<file path="config.mk">
export PLATFORM = sky130hd
export DESIGN_NAME = conv_enc_term
export DESIGN_NICKNAME = d
export VERILOG_FILES = /design/src/rtl/conv_enc_pkg.sv /design/src/rtl/conv_enc_step.sv /design/src/rtl/conv_enc_term.sv
export SDC_FILE = /design/constraint.sdc
export NUM_CORES = 1
export LEC_CHECK = 0
export ABC_AREA = 0
export BUFFER_PORTS_ARGS = -buffer_cell sky130_fd_sc_hd__buf_4
export CAP_MARGIN = 5
export CORE_MARGIN = 2
export CORE_UTILIZATION = 54
export CTS_BUF_LIST = sky130_fd_sc_hd__clkbuf_16
export CTS_CLUSTER_SIZE = 30
export DETAILED_ROUTE_END_ITERATION = 8
export GPL_ROUTABILITY_DRIVEN = 0
export PLACE_DENSITY = 0.89
export SLEW_MARGIN = 20
export SYNTH_ARGS = -nofsm -noshare
export SYNTH_HDL_FRONTEND = slang
export SYNTH_SLANG_ARGS = --single-unit
</file>
<file path="constraint.sdc">
create_clock -name ce_clk -period 2.1 [get_ports ce_clk]
set_input_delay 0.105 -clock ce_clk [delete_from_list [all_inputs] [get_ports ce_clk]]
set_output_delay 0.105 -clock ce_clk [all_outputs]
set_load 0.05 [all_outputs]
</file>
<file path="src/rtl/conv_enc_pkg.sv">
// ---------------------------------------------------------------------------
// conv_enc_pkg
// Shared definitions for the terminated convolutional encoder:
//   - mode_e   : termination mode encodings carried on cfg_mode
//   - state_e  : top-level FSM states (RUN / FLUSH)
//   - DEF_K, DEF_G0, DEF_G1 : default constraint length and generators
//   - normalizeMode : folds the reserved mode onto continuous mode
// ---------------------------------------------------------------------------
package conv_enc_pkg;

    typedef enum logic [1:0] {
        MODE_CONT  = 2'd0,
        MODE_ZTAIL = 2'd1,
        MODE_RPP   = 2'd2,
        MODE_RSVD  = 2'd3
    } mode_e;

    typedef enum logic {
        ST_RUN   = 1'b0,
        ST_FLUSH = 1'b1
    } state_e;

    localparam int                DEF_K  = 7;
    localparam logic [DEF_K-1:0]  DEF_G0 = 7'o171;
    localparam logic [DEF_K-1:0]  DEF_G1 = 7'o133;

    // The reserved encoding behaves exactly like continuous mode.
    function automatic mode_e normalizeMode(input logic [1:0] raw);
        return (raw == MODE_RSVD) ? MODE_CONT : mode_e'(raw);
    endfunction

endpackage

</file>
<file path="src/rtl/conv_enc_step.sv">
// ---------------------------------------------------------------------------
// conv_enc_step
// One combinational encoder step: shifts one information bit into the
// (K-1)-bit encoder state and produces the two coded bits.
// Ports:
//   state_i     : current encoder state, state_i[K-2] is the most recent bit
//   bit_i       : new information bit
//   coded_o     : {parity with G1, parity with G0}
//   nextState_o : encoder state after this bit
// ---------------------------------------------------------------------------
module conv_enc_step
    import conv_enc_pkg::*;
#(
    parameter int             K  = DEF_K,
    parameter logic [K-1:0]   G0 = DEF_G0,
    parameter logic [K-1:0]   G1 = DEF_G1
) (
    input  logic [K-2:0] state_i,
    input  logic         bit_i,
    output logic [1:0]   coded_o,
    output logic [K-2:0] nextState_o
);

    logic [K-1:0] window;

    // The newest bit sits at the top of the window; the oldest bit falls out
    // of the bottom when the window becomes the next state.
    always_comb begin
        window      = {bit_i, state_i};
        coded_o     = {^(window & G1), ^(window & G0)};
        nextState_o = window[K-1:1];
    end

endmodule

</file>
<file path="src/rtl/conv_enc_term.sv">
// ---------------------------------------------------------------------------
// conv_enc_term
// Rate-1/2 convolutional encoder on an AXI-Stream style interface with
// selectable packet termination (continuous, zero-tail, reset-per-packet).
// Ports:
//   ce_clk, ce_rst          : clock, synchronous active-high reset
//   cfg_mode                : termination mode, latched at packet start
//   s_axis_tdata/tlast/tvalid/tready : IN_W information bits per beat,
//                             bit 0 is first in time
//   m_axis_tdata/tlast/tvalid/tready : 2*IN_W coded bits per beat,
//                             registered output
//   stat_pkt_cnt            : number of output packets completed (wraps)
// ---------------------------------------------------------------------------
module conv_enc_term
    import conv_enc_pkg::*;
#(
    parameter int             IN_W = 8,
    parameter int             K    = DEF_K,
    parameter logic [K-1:0]   G0   = DEF_G0,
    parameter logic [K-1:0]   G1   = DEF_G1
) (
    input  logic                ce_clk,
    input  logic                ce_rst,
    input  logic [1:0]          cfg_mode,
    input  logic [IN_W-1:0]     s_axis_tdata,
    input  logic                s_axis_tlast,
    input  logic                s_axis_tvalid,
    output logic                s_axis_tready,
    output logic [2*IN_W-1:0]   m_axis_tdata,
    output logic                m_axis_tlast,
    output logic                m_axis_tvalid,
    input  logic                m_axis_tready,
    output logic [15:0]         stat_pkt_cnt
);

    localparam int SW = K - 1;

    state_e              state_q, state_d;
    mode_e               modeLatched_q, modeLatched_d;
    logic                midPkt_q, midPkt_d;
    logic [SW-1:0]       encState_q, encState_d;
    logic                outValid_q, outValid_d;
    logic                outLast_q, outLast_d;
    logic [2*IN_W-1:0]   outData_q, outData_d;
    logic [15:0]         pktCnt_q, pktCnt_d;

    logic [IN_W:0][SW-1:0] beatChain;
    logic [2*IN_W-1:0]     beatCoded;
    logic [SW:0][SW-1:0]   flushChain;
    logic [2*SW-1:0]       flushCoded;
    logic [2*IN_W-1:0]     flushWord;

    mode_e beatMode;
    logic  outFree;
    logic  outXfer;
    logic  sReady;
    logic  accept;
    logic  loadFlush;

    // Encoder chain for a full input beat: one step per bit, bit 0 first,
    // with the state rippling from one step into the next.
    assign beatChain[0] = encState_q;

    for (genvar i = 0; i < IN_W; i++) begin : gBeat
        conv_enc_step #(.K(K), .G0(G0), .G1(G1)) uStep (
            .state_i     (beatChain[i]),
            .bit_i       (s_axis_tdata[i]),
            .coded_o     (beatCoded[2*i +: 2]),
            .nextState_o (beatChain[i+1])
        );
    end

    // Tail chain: K-1 zero bits drive the encoder back to the all-zero
    // state, so flushChain[SW] is always zero and doubles as the cleared
    // state once the flush word has been taken.
    assign flushChain[0] = encState_q;

    for (genvar j = 0; j < SW; j++) begin : gFlush
        conv_enc_step #(.K(K), .G0(G0), .G1(G1)) uStep (
            .state_i     (flushChain[j]),
            .bit_i       (1'b0),
            .coded_o     (flushCoded[2*j +: 2]),
            .nextState_o (flushChain[j+1])
        );
    end

    // Tail bits occupy the low end of the flush word; the rest is padding.
    always_comb begin
        flushWord               = '0;
        flushWord[2*SW-1:0]     = flushCoded;
    end

    // State register for the FSM plus all datapath registers.
    always_ff @(posedge ce_clk) begin
        if (ce_rst) begin
            state_q       <= ST_RUN;
            modeLatched_q <= MODE_CONT;
            midPkt_q      <= 1'b0;
            encState_q    <= '0;
            outValid_q    <= 1'b0;
            outLast_q     <= 1'b0;
            outData_q     <= '0;
            pktCnt_q      <= '0;
        end else begin
            state_q       <= state_d;
            modeLatched_q <= modeLatched_d;
            midPkt_q      <= midPkt_d;
            encState_q    <= encState_d;
            outValid_q    <= outValid_d;
            outLast_q     <= outLast_d;
            outData_q     <= outData_d;
            pktCnt_q      <= pktCnt_d;
        end
    end

    // Next-state logic: a zero-tail packet end parks the FSM in FLUSH until
    // the output register is free to take the flush word.
    always_comb begin
        state_d = state_q;
        case (state_q)
            ST_RUN: begin
                if (accept && s_axis_tlast && (beatMode == MODE_ZTAIL)) begin
                    state_d = ST_FLUSH;
                end
            end
            ST_FLUSH: begin
                if (loadFlush) begin
                    state_d = ST_RUN;
                end
            end
        endcase
    end

    // Output and datapath logic. The mode of a packet's first beat comes
    // straight from cfg_mode; later beats use the value latched then. A
    // flush load and a beat accept never coincide because tready is low
    // throughout FLUSH.
    always_comb begin
        outFree   = !outValid_q || m_axis_tready;
        outXfer   = outValid_q && m_axis_tready;
        sReady    = !ce_rst && (state_q == ST_RUN) && outFree;
        accept    = sReady && s_axis_tvalid;
        loadFlush = (state_q == ST_FLUSH) && outFree;
        beatMode  = midPkt_q ? modeLatched_q : normalizeMode(cfg_mode);

        modeLatched_d = modeLatched_q;
        midPkt_d      = midPkt_q;
        encState_d    = encState_q;
        outValid_d    = outValid_q;
        outLast_d     = outLast_q;
        outData_d     = outData_q;
        pktCnt_d      = pktCnt_q;

        if (outXfer) begin
            outValid_d = 1'b0;
            if (outLast_q) begin
                pktCnt_d = pktCnt_q + 16'd1;
            end
        end

        if (accept) begin
            outValid_d = 1'b1;
            outData_d  = beatCoded;
            outLast_d  = s_axis_tlast && (beatMode != MODE_ZTAIL);
            midPkt_d   = !s_axis_tlast;
            if (!midPkt_q) begin
                modeLatched_d = beatMode;
            end
            if (s_axis_tlast && (beatMode == MODE_RPP)) begin
                encState_d = '0;
            end else begin
                encState_d = beatChain[IN_W];
            end
        end

        if (loadFlush) begin
            outValid_d = 1'b1;
            outData_d  = flushWord;
            outLast_d  = 1'b1;
            encState_d = flushChain[SW];
        end
    end

    assign s_axis_tready = sReady;
    assign m_axis_tdata  = outData_q;
    assign m_axis_tlast  = outLast_q;
    assign m_axis_tvalid = outValid_q;
    assign stat_pkt_cnt  = pktCnt_q;

endmodule

</file>
## Word-level counts from Yosys, hierarchy flattened

Cells that the tools add are included.

| cells by class | value |
|---|---|
| add/subtract/negate cells | 1 |
| eq/ne operators | 4 |
| muxes and demuxes | 13 |
| bitwise logic cells | 2 |
| reductions and logical operators | 45 |

Operator list:

| kind | number |
|---|---|
| 7-bit parity | 27 |
| 12-bit two-way mux | 2 |
| 16-bit by 1-bit adder with 16-bit output, second input constant | 1 |
| 1-bit logical AND | 9 |
| 1-bit two-way mux | 7 |
| 6-bit two-way mux | 1 |
| 2-bit equality test, second input constant | 2 |
| 2-bit two-way mux | 2 |
| 2-bit AND reduction | 2 |
| 1-bit logical NOT | 3 |
| 3-bit nonzero test | 1 |
| 2-bit by 1-bit equality test with 1-bit output, second input constant | 1 |
| 2-bit by 1-bit inequality test with 1-bit output, second input constant | 1 |
| 1-bit inverter | 2 |
| 1-bit one-hot mux with 2 select lines | 1 |
| 2-bit nonzero test | 1 |
| 2-bit OR reduction | 1 |
| 1-bit logical OR | 1 |

| storage, ports and cells | value |
|---|---|
| flip-flop bits (word level) | 44 |
| output and inout bits | 35 |
| logic and storage cells | 74 |

## Logic depth before layout (Yosys ltp)

Gate-level depths: netlist of run 1.

| logic depth | value |
|---|---|
| depth in word-level cells | 8 |
| depth in mapped cells | 6 |
| mapped depth without buffers | 4 |

## Modules after synthesis

A second synthesis of run 1 with hierarchy kept.

| unflattened totals | value |
|---|---|
| cell total of the unflattened synthesis | 365 |
| area total of the unflattened synthesis | 3527.1 um^2 |

By module, submodules not included:

| module | instances | cells each | area each (um^2) | sequential area each (um^2) |
|---|---|---|---|---|
| conv_enc_term | 1 | 225 | 1880.6 | 880.8 |
| conv_enc_step | 14 | 10 | 117.6 | 0.0 |

## Worst setup path after synthesis of run 1

No wires, ideal clock.

| timing | value |
|---|---|
| kind | register to register |
| start | register outValid_q (netlist: m_axis_tvalid) |
| end | register pktCnt_q[15] (netlist: stat_pkt_cnt[15]) |
| setup time | 0.123 ns |
| arrival | 1.791 ns |
| required time | 1.977 ns |
| path slack | 0.186 ns |
| cell stages (with the launch flop) | 6 |
| buffers on the path | 1 |
| period minus slack after synthesis | 1.914 ns |
| cells stage by stage | dfxtp_1 > and4_1 > buf_4 > nand3_2 > nor4_1 > mux2_1 |

| between the ends | value |
|---|---|
| longest elaborated chain between the ends | 2 |

RTL lines:

| element | RTL line | text |
|---|---|---|
| from (decl) | conv_enc_term.sv:42 | `logic outValid_q, outValid_d;` |
| from (signal assigned) | conv_enc_term.sv:109 | `outValid_q <= outValid_d;` |
| 1-bit logical AND | conv_enc_term.sv:140 | `outXfer = outValid_q && m_axis_tready;` |
| 2-bit AND reduction (no source line) | n/a |  |
| to (signal assigned) | conv_enc_term.sv:112 | `pktCnt_q <= pktCnt_d;` |
| to (decl) | conv_enc_term.sv:45 | `logic [15:0] pktCnt_q, pktCnt_d;` |

No other way between the ends.
A chain may end at the register's enable or synchronous reset.

## Worst setup path after layout of run 1

| timing | value |
|---|---|
| start | register outLast_q (netlist: m_axis_tlast) |
| end | register pktCnt_q[15] (netlist: stat_pkt_cnt[15]) |

| between the ends | value |
|---|---|
| longest elaborated chain between the ends | 1 |

RTL lines:

| element | RTL line | text |
|---|---|---|
| from (decl) | conv_enc_term.sv:43 | `logic outLast_q, outLast_d;` |
| from (signal assigned) | conv_enc_term.sv:110 | `outLast_q <= outLast_d;` |
| 2-bit AND reduction (no source line) | n/a |  |

No other way between the ends.

==> results.md, run 1 <==
* Syn_nets at 282
* DRT antenna net count at 0
* Crit path from: m_axis_tlast
* Critical path data required time at 2270 ps
* Mean post-synth cell area at 8.75 um^2
* Skew-Pair Late Insertion Delay at 280 ps
* First-iteration detailed-routing DRC count at 229
* Post-synth EDFFs at 0
* Vias at 2141
* CTS resizes at 0
* Core footprint at 0.00409 mm^2
* CTS root buf: clkbuf_16
* Worst hold margin at 28.7 ps
* # nets final at 322
* PD cells at 737 mW/mm^2
* First-pass GRT wire length at 9.20 mm
* Pin count of the biggest net entering global routing at 34
* H-tree depth at 2
* Crit share post-route at 83.6%
* CTS tree: yes
* Synthesized cell area at 0.00233 mm^2
* Slew Limit Fails at 0
* Max_slew headroom at 56.3%
* Initial antenna violation count at 0
* Leakage at 1.09 nW
* Drt first pass iters at 4
* Worst setup EP type: register
* Clk_skew at 6.14 ps
* Clk sinks at 44
* Antenna diodes at 0
* Maximum vdd ir drop at 0.521 mV
* Post-synth cell types at 50
* Ys Warns at 0
* Setup_tns at 0 ps
* Asr flop ratio synth at 0%
* Fraction of layout cells with a size suffix above 1 at 20.6%
* Post-layout util at 69.1%
* Post-DP HPWL at 3.92 mm
* Synth-to-layout area growth at 21.3%
* Worst-path clk slew at 60 ps
* Critical Path Source Type: register
* F_max at 0.570 GHz
* Row count at 23
* Num CTS Buffers at 5
* CTS Buffer Depth at 2
* Io pins at 50
* Vias per Instance at 6.01
* Commonest non-fill, non-tap cell in the layout: buf_4
* I/O Buffers at 49
* Hold_sp: s_axis_tlast
* Worst path arrival time at 1920 ps
* Worst Tran Pin Value at 649 ps
* Most frequent cells in the layout: 51 x buf_4, 44 x dfxtp_1, 22 x nand2_1, 22 x xnor2_1
* Initial Utilization at 57.0%
* RR Startpoint: m_axis_tlast
* Post-route minimum period at 1760 ps
* CP max FO at 8
* Status: finished clean
* Seq/Total Area, Yosys at 37.8%
* RSZ-0062 raised after global routing: false
* Max Cap Viol at 0
* CP Class: register to register
* Post-route DRC at 0
* Main synth FF type: dfxtp_1
* Postcts setup bufs at 0
* Detailed Route WL at 5.47 mm
* Count of final setup violators at 0
* Type of the most critical hold path: input port to register
* Register bit total from synthesis at 44
* Gate count of the mapped netlist at 266
* Vias in the first global route at 1942
* Routed len/inst at 15.4 um
* Hold buffer count at CTS at 0
* Total gr overflow at 0
* Full die area at 0.00485 mm^2
* Die H at 69.7 um
* Total track usage at 23.3%
* DIE WIDTH at 69.7 um
* Count of final hold-check violations at 0
[stage by stage]
stage | cell area, um^2 | power [mW] | std cells | setup slack [ps]
after global placement | 2690 | 1.36 | 349 | 437
after detailed placement | 2690 | 1.37 | 349 | 383
after global routing | 2830 | 2.17 | 356 | 239
after CTS | 2830 | 2.09 | 356 | 366
after floorplan | 2330 | 1.25 | 266 | 186
final | 2830 | 2.08 | 356 | 344
[flip-flops by register name, indices dropped and copies added, names as in the netlist]
| name | cells |
|---|---|
| stat_pkt_cnt | 16 |
| state_q | 1 |
| m_axis_tvalid | 1 |
| midPkt_q | 1 |
| encState_q | 6 |
| m_axis_tlast | 1 |
| m_axis_tdata | 16 |
| modeLatched_q | 2 |
[routing by layer]
layer	vias to the layer above	routed length, um	GRT usage, %
met2	75	2670	38.2
met3	12	326	4.80
met1	1021	2340	30.1
li1	1033	-	-
met5	-	0	0
met4	0	127	9.19
[critical path, cell delays in order (launching register included)]
cell and delay (ps):
dfxtp_1 380, and4_1 390, nand3_2 210, nor4_1 310
mux2_1 350
[synth_stat cells (all sizes together) (7+ instances only)]
library cell  number  area [um^2]
xnor2             23          209
o21ai              8         40.0
nor2              18         67.6
nand4              7         43.8
dfxtp             44          881
nand3             18         95.1
nand2             22         82.6
xor2              13          114
or3                8         55.1
a21oi             18         90.1
buf               13         67.6
[final timing paths]
path | end | slack [ps] | depth (start not counted)
worst max-delay path | stat_pkt_cnt[15] | 340 | 4
worst min-delay path | midPkt_q | 30 | 2
worst max register to register | stat_pkt_cnt[15] | 340 | 4
worst min register to register | m_axis_tdata[14] | 460 | 2
[power breakdown]
group / internal [mW] / leakage (nW) / switching [mW]
clock network: 0.425 / 0.0648 / 0.300
logic: 0.171 / 0.667 / 0.278
registers: 0.875 / 0.358 / 0.0342
total: 1.47 / 1.09 / 0.612
[cell type report]
type	instances	area (um^2)
clock buffers	5	125
clock inverters	2	7.51
fillers	321	1260
inverters	5	18.8
multi-input cells	199	1350
flip-flops and latches	44	881
well taps	50	62.6
repair buffers	51	383
[kinds of logic after synthesis]
| kind of cell | count (synthesis) | share of synthesized area, % |
|---|---|---|
| fa+ha+maj | 1 | 0.537 |
| xor+xnor | 39 | 16.8 |
| flops | 44 | 37.8 |
| compound gates | 49 | 13.8 |
| buf+inv | 23 | 4.51 |
| mux | 6 | 2.69 |
| simple gates | 104 | 23.9 |
No activity file was read; power rests on OpenSTA's default activity.
==> run 2, diff against run 1 <==
- CORE_UTILIZATION: 54 -> 49
- PLACE_DENSITY: 0.89 -> 0.86
- clock period: 2.1 -> 1.6 ns (I/O delays scaled with it)
==> run 2 against run 1 <==
Clock skew up 1.7 ps. Global-route usage down 1.7 points. Count of clock-buffer cells in the layout up 1. Register-to-register slack worse by 310 ps. Via count up 3.6%. Final area up 8.5%. Clock power up 52%. Critical path type unchanged. Critical endpoint is now m_axis_tdata[11]. First-iteration DRC count down 14%. Combinational power up 41%.
==> results.md, run 2 (same netlist as run 1, synthesis figures left out) <==
* Status: finished clean (unchanged)
* Most frequent cells in the layout: 66 x buf_4, 31 x dfxtp_1, 22 x nand2_1, 22 x xnor2_1 (was 51 x buf_4, 44 x dfxtp_1, 22 x nand2_1, 22 x xnor2_1)
* FF-to-FF End: m_axis_tdata[11] (was stat_pkt_cnt[15])
* CTS Buffer Depth at 2 (unchanged)
* Post-route DRC at 0 (unchanged)
* Row count at 25 (was 23)
* First-iteration detailed-routing DRC count at 196 (was 229)
* Min-Delay Path Depth at 3 (was 2)
* I/O Buffers at 49 (unchanged)
* Crit share post-route at 97.9% (was 83.6%)
* # nets final at 340 (was 322)
* Max Cap Viol at 0 (unchanged)
* Full die area at 0.00532 mm^2 (was 0.00485 mm^2)
* Maximum vdd ir drop at 0.680 mV (was 0.521 mV)
* Post-route minimum period at 1570 ps (was 1760 ps)
* Vias per Instance at 5.85 (was 6.01)
* DRT antenna net count at 0 (unchanged)
* Slew Limit Fails at 0 (unchanged)
* Post-DP Area at 0.00285 mm^2 (was 0.00269 mm^2)
* CP max FO at 6 (was 8)
* PD cells at 950 mW/mm^2 (was 737 mW/mm^2)
* Initial antenna violation count at 0 (unchanged)
* Core footprint at 0.00466 mm^2 (was 0.00409 mm^2)
* Worst hold margin at 52.9 ps (was 28.7 ps)
* H-tree depth at 2 (unchanged)
* Worst Tran Pin Value at 489 ps (was 649 ps)
* Vias in the first global route at 1916 (was 1942)
* Skew-Pair Late Insertion Delay at 290 ps (was 280 ps)
* Critical Path Source Type: register (unchanged)
* Count of final setup violators at 0 (unchanged)
* Detailed Route WL at 5.82 mm (was 5.47 mm)
* Hold path endpoint: m_axis_tvalid (was midPkt_q)
* Commonest non-fill, non-tap cell in the layout: buf_4 (unchanged)
* FF-to-FF path depth at 5 (was 4)
* Min setup slack post-route at 33.1 ps (was 344 ps)
* RR Startpoint: m_axis_tvalid (was m_axis_tlast)
* Die H at 72.9 um (was 69.7 um)
* Power consumption at 2.91 mW (was 2.08 mW)
* Drt first pass iters at 5 (was 4)
* Pin count of the biggest net entering global routing at 32 (was 34)
* CTS tree: yes (unchanged)
* FF-to-FF setup slack at 30 ps (was 340 ps)
* Total track usage at 21.6% (was 23.3%)
* DIE WIDTH at 72.9 um (was 69.7 um)
* Design area at 0.00307 mm^2 (was 0.00283 mm^2)
* Hold_sp: s_axis_tvalid (was s_axis_tlast)
* Worst-path clk slew at 70 ps (was 60 ps)
* Worst path arrival time at 1780 ps (was 1920 ps)
* Num CTS Buffers at 5 (unchanged)
* Io pins at 50 (unchanged)
* Vias at 2218 (was 2141)
* Count of final hold-check violations at 0 (unchanged)
* Post-DP HPWL at 4.10 mm (was 3.92 mm)
* Synth-to-layout area growth at 31.6% (was 21.3%)
* F_max at 0.638 GHz (was 0.570 GHz)
* Place WS at 7.12 ps (was 383 ps)
* Clk_skew at 7.79 ps (was 6.14 ps)
* Total gr overflow at 0 (unchanged)
* CP Class: register to register (unchanged)
* Leakage at 1.21 nW (was 1.09 nW)
* Clk sinks at 44 (unchanged)
* Max_slew headroom at 67.2% (was 56.3%)
* Worst setup EP type: register (unchanged)
* Routed len/inst at 15.4 um (about the same)
* First-pass GRT wire length at 9.05 mm (was 9.20 mm)
* Fraction of layout cells with a size suffix above 1 at 30.5% (was 20.6%)
* Type of the most critical hold path: input port to register (unchanged)
* Critical path data required time at 1820 ps (was 2270 ps)
* RSZ-0062 raised after global routing: true (was false)
* Antenna diodes at 0 (unchanged)
* Initial Utilization at 50.0% (was 57.0%)
* CTS root buf: clkbuf_16 (unchanged)
-- run 2: cell types whose count changed in the layout (fill, tap and decap cells not counted), moves of 2 or more --
cell / change
dfxtp_4: +7
clkinv_1: -2
dfxtp_1: -13
dfxtp_2: +6
buf_4: +15
-- run 2: worst max-delay path by stage --
stage                    startpoint          endpoint  slack, ps  depth (start not counted)
floorplan           stat_pkt_cnt[7]  stat_pkt_cnt[15]        -20                          4
global placement      m_axis_tvalid  m_axis_tdata[12]         60                          4
detailed placement    m_axis_tvalid   m_axis_tdata[2]          7                          4
CTS                   m_axis_tvalid   m_axis_tdata[2]         30                          4
global route          m_axis_tvalid  m_axis_tdata[11]         -6                          5
finish                m_axis_tvalid  m_axis_tdata[11]         30                          5
-- run 2: critical path, stage by stage (launching register included) --
cell	delay, ps
dfxtp_4	350
nor2b_4	140
or3_4	400
buf_6	150
or3_1	330
a31oi_1	130
-- run 2: power by group --
part | switching (mW) | total [mW] | leakage (nW) | internal [mW]
combinational | 0.379 | 0.630 | 0.763 | 0.251
sequential | 0.0419 | 1.18 | 0.366 | 1.14
clock | 0.432 | 1.10 | 0.0780 | 0.670
total | 0.853 | 2.91 | 1.21 | 2.06
-- run 2: routing by layer --
metal  vias to the layer above  global-route usage [%]  share of wire [%]
li1                       1068                       -                  -
met1                      1049                    29.7                 43
met2                        90                    33.7                 48
met3                        11                    4.97                6.7
met4                         0                    6.79                2.1
met5                         -                       0                  0
-- run 2: stage by stage --
stage | std cells | TNS [ps] | utilization, %
2_1_floorplan | 266 | -16.2 | -
3_3_place_gp | 367 | 0 | 61.2
3_5_place_dp | 367 | 0 | 61.2
4_1_cts | 376 | 0 | 64.9
5_1_grt | 379 | -7.34 | 65.8
6_report | 379 | 0 | 65.8
-- run 2: what timing repair did --
action / in CTS / in global routing
setup endpoints to repair: 1 / 3
endpoints found under the hold margin: 1 / 0
hold buffers: 1 / 0
setup buffers: 0 / 3
gates resized for setup: 0 / 6
pin swaps: 1 / 2
-- run 2: final cells by class --
cell class,instances,area [um^2]
Clock buffer,6,150
Timing Repair Buffer,69,537
Multi-Input combinational cell,199,1370
Clock inverter,2,12.5
Tap cell,54,67.6
Sequential cell,44,915
Inverter,5,18.8
Fill cell,342,1600
==> run 3, diff against run 2 <==
- ABC_AREA: 0 -> 1
- BUFFER_PORTS_ARGS: -buffer_cell sky130_fd_sc_hd__buf_4 -> -buffer_cell sky130_fd_sc_hd__buf_2
- CORE_UTILIZATION: 49 -> 50
- SLEW_MARGIN: 20 -> not set
==> run 3 against run 2 <==
Clock power decreased by 13%. Via count increased by 23%. Worst setup slack improved by 170 ps. Count of clock-buffer cells in the layout decreased by 1. Synthesized cell count increased by 59%. Critical path type unchanged. Utilization decreased by 5.6 points. Combinational power increased by 2%. Largest power group unchanged.
==> results.md, run 3 <==
* Status: finished clean (unchanged)
* Slew Limit Fails at 0 (unchanged)
* CTS resizes at 0 (unchanged)
* Pin count of the biggest net entering global routing at 25 (was 32)
* Count of final hold-check violations at 0 (unchanged)
* Crit share post-route at 87.2% (was 97.9%)
* Initial Utilization at 52.2% (was 50.0%)
* Skew-Pair Late Insertion Delay at 280 ps (was 290 ps)
* Vias per Instance at 5.08 (was 5.85)
* DIE WIDTH at 77.5 um (was 72.9 um)
* Drt first pass iters at 4 (was 5)
* First-pass GRT wire length at 10.6 mm (was 9.05 mm)
* CP Class: register to register (unchanged)
* Total track usage at 21.3% (was 21.6%)
* Io pins at 50 (unchanged)
* Hold buffer count at CTS at 0 (was 1)
* RSZ-0062 raised after global routing: false (was true)
* Register bit total from synthesis at 44 (unchanged)
* Area contributors post-synth: dfxtp_1 33%, nand2_1 18%, inv_1 7.5%, nand3_1 6.9%, a21oi_1 5.9% (was dfxtp_1 38%, xnor2_1 8.3%, xor2_1 4.9%, a21oi_1 3.9%, nand3_1 3.7%)
* Routed len/inst at 11.2 um (was 15.4 um)
* Num CTS Buffers at 5 (unchanged)
* Ys Warns at 0 (unchanged)
* Post-synth top area share at 32.6% (was 37.8%)
* Vias at 2731 (was 2218)
* Worst setup EP type: register (unchanged)
* Detailed Route WL at 6.02 mm (was 5.82 mm)
* Min-Delay Path Depth at 3 (unchanged)
* Syn_nets at 439 (was 282)
* Top cells by count, synth: 128 x nand2_1, 54 x inv_1, 44 x dfxtp_1 (was 44 x dfxtp_1, 22 x nand2_1, 22 x xnor2_1)
* Maximum vdd ir drop at 0.596 mV (was 0.680 mV)
* Post-route DRC at 0 (unchanged)
* Synthesized cell area at 0.00270 mm^2 (was 0.00233 mm^2)
* Worst-path clk slew at 60 ps (was 70 ps)
* FF-to-FF path depth at 8 (was 5)
* First-iteration detailed-routing DRC count at 115 (was 196)
* Synth-to-layout area growth at 15.1% (was 31.6%)
* Worst path arrival time at 1570 ps (was 1780 ps)
* Worst hold margin at 59.4 ps (was 52.9 ps)
* Antenna diodes at 0 (unchanged)
* Full die area at 0.00601 mm^2 (was 0.00532 mm^2)
* Seq/Total Area, Yosys at 32.6% (was 37.8%)
* Fin cells at 538 (was 379)
* Leakage at 1.59 nW (was 1.21 nW)
* Post-route minimum period at 1400 ps (was 1570 ps)
* Post-synth cell types at 31 (was 50)
* Most frequent cells in the layout: 128 x nand2_1, 55 x inv_1, 49 x buf_2 (was 66 x buf_4, 31 x dfxtp_1, 22 x nand2_1, 22 x xnor2_1)
* Power consumption at 2.81 mW (was 2.91 mW)
* Gate count of the mapped netlist at 423 (was 266)
* CP max FO at 16 (was 6)
* Placed Cells at 531 (was 367)
* Max_slew headroom at 72.0% (was 67.2%)
* Post-DP HPWL at 4.55 mm (was 4.10 mm)
* Post-synth EDFFs at 0 (unchanged)
* Postcts setup bufs at 0 (unchanged)
* DRT antenna net count at 0 (unchanged)
* H-tree depth at 2 (unchanged)
* Type of the most critical hold path: input port to register (unchanged)
* CTS tree: yes (unchanged)
* Clk sinks at 44 (unchanged)
* Max Cap Viol at 0 (unchanged)
* Critical Path Source Type: register (unchanged)
* Vias in the first global route at 2525 (was 1916)
* Commonest non-fill, non-tap cell in the layout: nand2_1 (was buf_4)
* Top-count cell post-synth: nand2_1 (was dfxtp_1)
* I/O Buffers at 49 (unchanged)
* CTS root buf: clkbuf_16 (unchanged)
* Clk_skew at 2.72 ps (was 7.79 ps)
* PD cells at 903 mW/mm^2 (was 950 mW/mm^2)
* Setup_tns at 0 ps (unchanged)
* Initial antenna violation count at 0 (unchanged)
* # nets final at 484 (was 340)
* CTS Buffer Depth at 2 (unchanged)
* Core footprint at 0.00517 mm^2 (was 0.00466 mm^2)
* Die H at 77.5 um (was 72.9 um)
* Mean post-synth cell area at 6.39 um^2 (was 8.75 um^2)
* Total gr overflow at 0 (unchanged)
* Asr flop ratio synth at 0% (unchanged)
* Fraction of layout cells with a size suffix above 1 at 18.2% (was 30.5%)
* Row count at 26 (was 25)
* Critical path data required time at 1780 ps (was 1820 ps)
* Count of final setup violators at 0 (unchanged)
* Synth area leader: dfxtp_1 (unchanged)
* Main synth FF type: dfxtp_1 (unchanged)
* Worst Tran Pin Value at 420 ps (was 489 ps)
* F_max at 0.717 GHz (was 0.638 GHz)
-- run 3: metal layers --
layer	routed length, um	track usage [%]
met1	2740	25.9
met2	2800	36.6
met3	348	4.42
met4	130	8.93
met5	0	0
-- run 3: final timing paths --
path / from / to / slack, ps
hold reg to reg: stat_pkt_cnt[12] / stat_pkt_cnt[12] / 460
setup / recovery: state_q / m_axis_tdata[0] / 200
setup reg to reg: state_q / m_axis_tdata[0] / 200
hold / removal: s_axis_tdata[7] / encState_q[5] / 60
-- run 3: cells by family (layout without fill, tap and decap cells) --
| kind of cell | after synthesis | in the layout | synth area share, % |
|---|---|---|---|
| xor gates and xnor gates | 16 | 16 | 5.19 |
| AOI/OAI and AO/OA | 72 | 72 | 13.8 |
| DFF | 44 | 44 | 32.6 |
| and+or+nand+nor | 215 | 215 | 35.9 |
| buffers and inverters | 75 | 120 | 12.1 |
| adders and majority gates | 1 | 1 | 0.463 |
-- run 3: area by class of cell --
class	instances	area, um^2
fill	489	2060
inverter	59	221
timing repair buffer	54	283
clock buffer	5	125
clock inverter	2	8.76
multi-input combinational	304	1500
tap	70	87.6
sequential	44	887
-- run 3: through the flow --
stage | worst slack, ps | utilization, % | instance area [um^2]
2_1_floorplan | 4.12 | - | 2710
3_3_place_gp | 277 | 57.6 | 2980
3_5_place_dp | 207 | 57.6 | 2980
4_1_cts | 194 | 60.2 | 3110
5_1_grt | 63.8 | 60.2 | 3110
6_report | 205 | 60.2 | 3110
-- run 3: worst max-delay path: stages, from the launching register on --
cell and delay (ps):
dfxtp_1 410, inv_1 90, nand4_2 160, buf_4 200
nand2_8 90, o21ai_0 160, inv_1 50, o21ai_0 70
inv_1 50
-- run 3: where the power goes --
group | internal [mW] | switching [mW] | leakage, nW
clock | 0.561 | 0.397 | 0.0709
combinational | 0.203 | 0.442 | 1.15
sequential | 1.15 | 0.0523 | 0.361
total | 1.92 | 0.892 | 1.59
